## config.mk

```make
export PLATFORM = sky130hd
export DESIGN_NAME = rv_iopmp_err_recorder
export DESIGN_NICKNAME = d
export VERILOG_FILES = /design/src/rtl/rv_iopmp_err_recorder.sv
export SDC_FILE = /design/constraint.sdc
export NUM_CORES = 1
export LEC_CHECK = 0
export CORE_ASPECT_RATIO = 0.8
export CORE_MARGIN = 5
export CORE_UTILIZATION = 42
export DETAILED_ROUTE_END_ITERATION = 8
export PLACE_DENSITY = 0.83
export SLEW_MARGIN = 20
export SYNTH_ARGS = -nofsm -noshare
export SYNTH_HDL_FRONTEND = slang
export SYNTH_SLANG_ARGS = --single-unit
```

## constraint.sdc

```tcl
create_clock -name clk_i -period 4 [get_ports clk_i]
set_clock_uncertainty 0.15 [all_clocks]
set_input_delay 1.2 -clock clk_i [delete_from_list [all_inputs] [get_ports clk_i]]
set_output_delay 1.2 -clock clk_i [all_outputs]
set_load 0.01 [all_outputs]
```

## src/rtl/rv_iopmp_err_recorder.sv

```systemverilog
// IOPMP error recorder: holds the first pending violation and drives the WSI line.
// Define RV_IOPMP_ERR_DROP_CNT_EN to build the saturating dropped-error counter.
module rv_iopmp_err_recorder #(
   parameter int ADDR_WIDTH          = 64,
   parameter int SID_WIDTH           = 1,
   parameter int NUMBER_TL_INSTANCES = 1,
   localparam int IW = (NUMBER_TL_INSTANCES > 1) ? $clog2(NUMBER_TL_INSTANCES) : 1
) (
   input  logic                                      clk_i,
   input  logic                                      rst_ni,
   input  logic [NUMBER_TL_INSTANCES-1:0]            err_valid_i,
   input  logic [NUMBER_TL_INSTANCES*ADDR_WIDTH-1:0] err_addr_i,
   input  logic [NUMBER_TL_INSTANCES*SID_WIDTH-1:0]  err_sid_i,
   input  logic [NUMBER_TL_INSTANCES*2-1:0]          err_ttype_i,
   input  logic [NUMBER_TL_INSTANCES*3-1:0]          err_etype_i,
   input  logic                                      intr_en_i,
   input  logic                                      clr_i,
   input  logic                                      cnt_clr_i,
   output logic                                      ip_o,
   output logic [ADDR_WIDTH-1:0]                     rec_addr_o,
   output logic [SID_WIDTH-1:0]                      rec_sid_o,
   output logic [1:0]                                rec_ttype_o,
   output logic [2:0]                                rec_etype_o,
   output logic [IW-1:0]                             rec_inst_o,
   output logic [15:0]                               drop_cnt_o,
   output logic                                      wsi_wire_o
);

   localparam int N = NUMBER_TL_INSTANCES;
   localparam logic [0:0] IDLE     = 1'b0;
   localparam logic [0:0] CAPTURED = 1'b1;

   logic [0:0]            state_q;
   logic [IW-1:0]         rr_q;
   logic [IW-1:0]         win;
   logic                  found;
   logic [ADDR_WIDTH-1:0] sel_addr;
   logic [SID_WIDTH-1:0]  sel_sid;
   logic [1:0]            sel_ttype;
   logic [2:0]            sel_etype;
   logic [IW-1:0]         rr_nxt;
   logic                  capture;

   // Round-robin search starting at rr_q, wrapping past N-1 back to 0.
   always_comb begin
      win       = '0;
      found     = 1'b0;
      sel_addr  = '0;
      sel_sid   = '0;
      sel_ttype = '0;
      sel_etype = '0;
      for (int k = 0; k < N; k++) begin
         int idx;
         idx = (int'(rr_q) + k) % N;
         if (!found && err_valid_i[idx]) begin
            found     = 1'b1;
            win       = IW'(idx);
            sel_addr  = err_addr_i[idx*ADDR_WIDTH +: ADDR_WIDTH];
            sel_sid   = err_sid_i[idx*SID_WIDTH +: SID_WIDTH];
            sel_ttype = err_ttype_i[idx*2 +: 2];
            sel_etype = err_etype_i[idx*3 +: 3];
         end
      end
   end

   assign rr_nxt  = (win == IW'(N-1)) ? '0 : win + 1'b1;
   assign capture = found && ((state_q == IDLE) || clr_i);

   always_ff @(posedge clk_i or negedge rst_ni) begin
      if (!rst_ni) begin
         state_q     <= IDLE;
         rr_q        <= '0;
         rec_addr_o  <= '0;
         rec_sid_o   <= '0;
         rec_ttype_o <= '0;
         rec_etype_o <= '0;
         rec_inst_o  <= '0;
      end else if (capture) begin
         state_q     <= CAPTURED;
         rr_q        <= rr_nxt;
         rec_addr_o  <= sel_addr;
         rec_sid_o   <= sel_sid;
         rec_ttype_o <= sel_ttype;
         rec_etype_o <= sel_etype;
         rec_inst_o  <= win;
      end else if (state_q == CAPTURED && clr_i) begin
         state_q <= IDLE;
      end
   end

   assign ip_o       = (state_q == CAPTURED);
   assign wsi_wire_o = ip_o & intr_en_i;

`ifdef RV_IOPMP_ERR_DROP_CNT_EN
   logic [15:0] cnt_q;
   logic [15:0] cnt_d;
   logic [31:0] pc;
   logic [31:0] drops;
   logic [32:0] sum;

   // Pending without clear drops everything; otherwise only arbitration losers.
   always_comb begin
      pc = '0;
      for (int k = 0; k < N; k++) begin
         pc = pc + 32'(err_valid_i[k]);
      end
      drops = '0;
      if (state_q == CAPTURED && !clr_i) begin
         drops = pc;
      end else if (found) begin
         drops = pc - 32'd1;
      end
      sum = {17'b0, (cnt_clr_i ? 16'd0 : cnt_q)} + {1'b0, drops};
      cnt_d = (sum > 33'h0FFFF) ? 16'hFFFF : sum[15:0];
   end

   always_ff @(posedge clk_i or negedge rst_ni) begin
      if (!rst_ni) begin
         cnt_q <= '0;
      end else begin
         cnt_q <= cnt_d;
      end
   end

   assign drop_cnt_o = cnt_q;
`else
   logic unused_cnt_clr;
   assign unused_cnt_clr = cnt_clr_i;
   assign drop_cnt_o     = '0;
`endif

endmodule
```

# After elaboration in Yosys (flattened, before gate mapping)

Cells that the tools add are included.

Memories: 0
Output and inout bits: 89
Bits of input ports: 76
Register bits: 71
Bits in read-only memories: 0
Word-level logic and storage cells: 18
Bits in latches: 0
Bits in writable memories: 0

$lt $le $gt $ge: 0
$mul: 0
Bitwise operators: 2
Muxes and demuxes: 7
Reduce and logical (&&, ||, !) cells: 4
Shift-type cells: 0
Divide/modulo/power cells: 0
$add $sub $neg: 0
Equality and inequality tests: 0

Operator list:

| kind              | count |
|---|---|
| $mux 64           | 1 |
| $mux 1            | 4 |
| $mux 3            | 1 |
| $logic_and 1x1->1 | 2 |
| $mux 2            | 1 |
| $reduce_bool 2->1 | 1 |
| $and 1x1->1       | 1 |
| $logic_or 1x1->1  | 1 |
| $not 1->1         | 1 |

# Longest topological paths before layout

Depth after elaboration: 4
Gate-level depth with buffers: 4
Depth with buffers taken out: 3

# Least setup slack after synthesis

No wires, ideal clock.

Path type: input -> output
Start point: input port intr_en_i
End point: output port wsi_wire_o
Data required time: 2.650 ns
Slack: 1.304 ns
Stages: 1
Path buffers: 0
Data arrival time: 1.346 ns
Path through: and2_1

Cells in the longest elaborated chain, start to end: 1

RTL lines:

| item            | line | RTL |
|---|---|---|
| start, declared | 16   | `input logic intr_en_i,` |
| $and 1x1->1     | 92   | `assign wsi_wire_o = ip_o & intr_en_i;` |
| end, declared   | 26   | `output logic wsi_wire_o` |

Every way passes these cells.

# Final worst setup path

Same ends and word-level chain as after synthesis.

==> impl_results.md <==
- Final worst slack: 367 ps
- Max Cap Violations: 0
- Vias/cell: 4.48
- Vias in the first global route: 2055
- Synth area leaders: dfrtp_1 58%, mux2_4 34%, buf_4 4.1%, buf_6 2.6%, nand2b_4 0.45%
- Final setup vio count: 0
- Post-CTS resize count: 0
- Inst Count DP: 398
- N_diodes: 0
- Clk_lat worst skew: 330 ps
- Layout Nets: 398
- Synthesis-to-finish area growth: 54.6%
- Gr ovfl total: 0
- Die height: 86.5 um
- Setup crit start kind: input pin
- Final WL: 6880 um
- Final Max Slew Viols: 0
- Root Buffer: clkbuf_8
- Postcts setup bufs: 0
- Post-synth top area share: 57.8%
- Post-cts hold buffer count: 0
- Fin crit period: 3630 ps
- First-iteration detailed-routing DRC count: 30
- Setup tns final: 0 ps
- Pin count of the biggest net entering global routing: 72
- Largest family of logic cells by synthesized area: multiplexers
- Xor/xnor share of the synthesized area: 0%
- Top sig layer: met4
- Maximum vdd drop: 195 uV
- Finished Layout Cells: 414
- Gpl congestion: 0.686
- Critical path class: in2out
- Library cells used by synthesis: 9
- Max_slew headroom: 42.7%
- H-tree depth: 3
- Max Buffers Root-to-Sink: 2
- DIE AREA: 9140 um2
- Achievable frequency: 275 MHz
- Fraction of layout cells with a size suffix above 1: 28.1%
- Fin Hold WS: 360 ps
- Synth Area in Compound Gates: 0%
- Hold Fails Final Rpt: 0
- Post-synthesis sequential area ratio: 57.8%
- P_leak: 2.22 nW
- Hold Path Class: reg2reg
- Core Area: 6990 um2
- Tcrit/Tclk final: 90.8%
- Row cnt: 27
- Post-synthesis mux area share: 34.2%
- Cell Area, Synth: 3080 um2
- Sequential cell area: 1780 um2
- Fill cells: 506
- Pre-CTS WS: 375 ps
- Worst Setup End Kind: primary output
- Clock Sinks: 71
- Antenna violations before repair: 0
- CP required: 2650 ps
- Power density of the placed cells: 440 nW/um2
- Die Span X: 106 um
- RSZ-0062 raised after global routing: no
- Clock Pin Slew Worst Setup and Hold Paths: 70 ps
- Initial Utilization: 44.0%
- PortBufs: 146
- GRT Resource Usage Total: 15.4%
- Routed met2 length: 3260 um
- Global-route wire length before repair: 11000 um
- Met3 routed WL: 555 um
- Cells after Synth: 170
- DR vias: 1853
- Yosys reg bits: 71
- YS warnings: 0
- Syn Area/Cell: 18.1 um2
- DRT Pass-1 Iters: 4
- Area leader, netlist: dfrtp_1
- DR WL/cell: 16.6 um
- Boundary Pins: 165
- Area of the multi-input gates: 1150 um2
- WL met1: 2970 um
- Worst path arrival time: 2280 ps
- Crit-path max FO: 1
- Antenna Violating Nets Remaining: 0
- Cts bufs inserted: 9
- Status: completed
- DP HPWL: 5080 um
- Synth Area in Simple Gates: 1.22%
- Adder and majority cell fraction of the synthesized area: 0%
- # DRC: 0
- Tot Pwr: 2.09 mW
- CTS tree: done
- Slew at the pin closest to its max-slew limit: 859 ps
cells in the final DEF (no fill, tap or decap):
| cell type | count |
|---|---|
| and2_1 | 1 |
| buf_12 | 1 |
| buf_4 | 3 |
| bufinv_16 | 2 |
| clkbuf_8 | 10 |
| clkdlybuf4s50_1 | 145 |
| clkinv_2 | 3 |
| clkinv_4 | 1 |
| conb_1 | 17 |
| dfrtp_1 | 71 |
| mux2_4 | 70 |
| nand2_4 | 1 |
| nand2b_1 | 1 |
| nand2b_4 | 1 |
routing by layer:
metal | track usage (%) | vias to the layer above
li1 | - | 848
met1 | 18.9 | 896
met2 | 24.3 | 101
met3 | 6.78 | 8
met4 | 5.76 | 0
met5 | 0 | -
worst paths after layout:
path	from	endpoint	slack [ps]	cells after the start
max in group asynchronous	rst_ni	rec_addr_o[40]	2320	1
max	intr_en_i	wsi_wire_o	370	3
min reg2reg	rec_etype_o[1]	rec_etype_o[1]	360	1
max reg2reg	ip_o	rec_sid_o	2180	4
min	rec_etype_o[1]	rec_etype_o[1]	360	1
min in group asynchronous	rst_ni	rec_addr_o[44]	830	1
cells in the mapped netlist:
cell type	n
dfrtp_1	71
buf_6	7
mux2_4	70
nand2b_4	1
nand2b_1	1
nand2_4	1
conb_1	1
buf_4	17
and2_1	1
state kept, by name (all words and copies together), names as in the netlist:
name,flops
rec_addr_o,64
ip_o,1
rec_ttype_o,2
rec_etype_o,3
rec_sid_o,1
critical path: stages:
cell and delay [ps]:
clkdlybuf4s50_1 440, and2_1 110, clkdlybuf4s50_1 530
cells by family (layout without fill, tap and decap cells):
family,count (synthesis),in the layout
flip-flops,71,71
AND/OR/NAND/NOR,4,4
multiplexers,70,70
other,1,17
buffers and inverters,24,165
per-stage QoR:
| stage | util (%) | cell area [um2] |
|---|---|---|
| floorplan | - | 3140 |
| global placement | 64.8 | 4530 |
| detailed placement | 64.8 | 4530 |
| CTS | 68.0 | 4750 |
| global route | 68.0 | 4750 |
| finish | 68.0 | 4750 |
area by class of cell:
| class | instances | area share [%] |
|---|---|---|
| clock buffer | 10 | 2.90 |
| clock inverter | 6 | 1.76 |
| multi-input combinational | 91 | 24.2 |
| sequential | 71 | 37.4 |
| tap | 87 | 2.29 |
| timing repair buffer | 149 | 31.4 |
where the power goes:
group	internal (mW)	switching (mW)	total [mW]
clock network	0.366	0.258	0.624
registers	0.823	0.0618	0.885
logic	0.395	0.186	0.581
total	1.58	0.506	2.09
Note: power is estimated with default switching activity, not from simulation.
==> RTL edit, RTL diff (config.mk and constraints unchanged) <==
Set the parameter `NUMBER_TL_INSTANCES` to 2 (it was 1).
--- a/src/rtl/rv_iopmp_err_recorder.sv
+++ b/src/rtl/rv_iopmp_err_recorder.sv
@@ -4,5 +4,5 @@
    parameter int ADDR_WIDTH          = 64,
    parameter int SID_WIDTH           = 1,
-   parameter int NUMBER_TL_INSTANCES = 1,
+   parameter int NUMBER_TL_INSTANCES = 2,
    localparam int IW = (NUMBER_TL_INSTANCES > 1) ? $clog2(NUMBER_TL_INSTANCES) : 1
 ) (
Ports: changed (5 resized); port bits go from 165 to 236. The function was not compared with the original's and may differ.
==> RTL edit against the unedited design <==
  * Highest routed layer unchanged
  * Critical path type unchanged
  * Synthesized cell count rose by 110%
  * Cell area rose by 33%
  * Synthesized area rose by 28%
  * Wire length rose by 87%
  * Non-clock buffer count rose by 77
  * Sequential share of layout area fell by 8.5 points
  * Utilization rose by 1.5 points
  * Register-to-register slack got worse by 80 ps
  * Total power rose by 32%
  * Sequential power rose by 5.1%
  * Fmax fell by 0.21%
  * Sequential cell count rose by 2
  * Setup slack got worse by 7.7 ps
==> RTL edit: results (changes against the unedited design) <==
* Pin count of the biggest net entering global routing at 76 (+5.6%)
* Fraction of area in multi-input gates at 27.2% (+3.0 points)
* Net count, final at 694 (+74%)
* Sequential element share of the synthesized area at 46.5% (-11 points)
* IR Drop Worst-Case VDD at 0.228 mV (+17%)
* Post-DP HPWL at 9110 um (+79%)
* GRT met3 Usage at 8.38% (+1.6 points)
* Vias in the first global route at 3962 (+93%)
* Root buffer cell: clkbuf_16
* DRT iter0 DRCs at 288 (+860%)
* Router iterations before antenna repair at 4 (unchanged)
* # clk buffers at 12 (+2)
* Fill cell count at 665 (+31%)
* Seq Cell Count at 73 (+2.8%)
* CP max FO at 1 (unchanged)
* Largest cells by area after synthesis: dfrtp_1 (46%), a21oi_2 (16%), a32oi_1 (16%), a21oi_1 (9.0%), buf_12 (4.1%)
* Max_slew headroom at 38.7% (-4.0 points)
* Global-route track usage on met1 at 25.1% (+6.2 points)
* Routed vias at 3746 (+100%)
* Bufs w/o clock at 226 (+52%)
* Port bufs at 218 (+49%)
* Clock network area share at 5.75% (+1.1 points)
* Final WL at 12800 um (+87%)
* Final Instance Area at 6330 um^2 (+33%)
* Hold path start: rec_inst_o$_DFFE_PN0P_
* #MultiIn Comb at 237 (+160%)
* Distinct cell type count after synthesis at 19 (+10)
* Status: finished clean
* Global Route Usage Sum at 22.2% (+6.8 points)
* Post-synth top cells: dfrtp_1 (73), a21oi_1 (71), a21oi_2 (70), a32oi_1 (70), clkbuf_1 (27)
* FF-to-FF setup slack at 2100 ps (-80 ps)
* Leak at 2.34 nW (+5.2%)
* Buffering overhead at 35.9% (+4.5 points)
* Post-CTS Resized at 0 (unchanged)
* Layout cells sized above 1 at 18.3% (-9.8 points)
* Placed Area at 5970 um^2 (+32%)
* Clock transition at path regs at 50 ps (-20 ps)
* Gpl congestion at 0.775 (+13%)
* Seq area share at 28.8% (-8.5 points)
* M2 GR Usage at 40.0% (+16 points)
RTL edit: power by group:
part	leakage (nW)	total [mW]	internal, mW	switching (mW)
combinational	1.32	0.872	0.466	0.406
clock	0.175	0.952	0.660	0.292
sequential	0.841	0.930	0.861	0.0687
RTL edit: routing by layer:
metal | wire [um] | share of wire, %
met1 | 4900 | 38
met4 | 173 | 1.3
met3 | 1160 | 9.0
met5 | 0 | 0
met2 | 6600 | 51
RTL edit: per-stage QoR:
stage | utilization (%) | hold WS, ps | std cells | setup slack (ps) | power [mW]
floorplan | - | 333 | 373 | 1290 | 1.36
detailed placement | 65.5 | 334 | 651 | 350 | 1.82
finish | 69.5 | 355 | 667 | 359 | 2.75
global route | 69.5 | 385 | 667 | 313 | 2.89
CTS | 69.5 | 348 | 667 | 352 | 2.78
global placement | 65.5 | 328 | 651 | 341 | 1.79
RTL edit: critical path: stages:
cell	delay [ps]
clkdlybuf4s50_1	440
and2_1	110
clkdlybuf4s50_1	540
RTL edit: final timing paths:
kind | end | cells past startpoint
max in group asynchronous | rec_addr_o[29]$_DFFE_PN0P_ | 1
min in group asynchronous | rec_addr_o[23]$_DFFE_PN0P_ | 1
setup / recovery | wsi_wire_o | 3
setup reg to reg | rec_addr_o[24]$_DFFE_PN0P_ | 4
hold / removal | rec_inst_o$_DFFE_PN0P_ | 1
hold reg to reg | rec_inst_o$_DFFE_PN0P_ | 1
RTL edit: cells by family (layout without fill, tap and decap cells):
kind of cell	count (synthesis)	count (layout)	synth area share [%]
DFF	73	73	46.5
other	1	16	0.0954
and+or+nand+nor	7	7	1.11
buffers and inverters	63	242	11.4
AOI/OAI and AO/OA	214	214	40.9
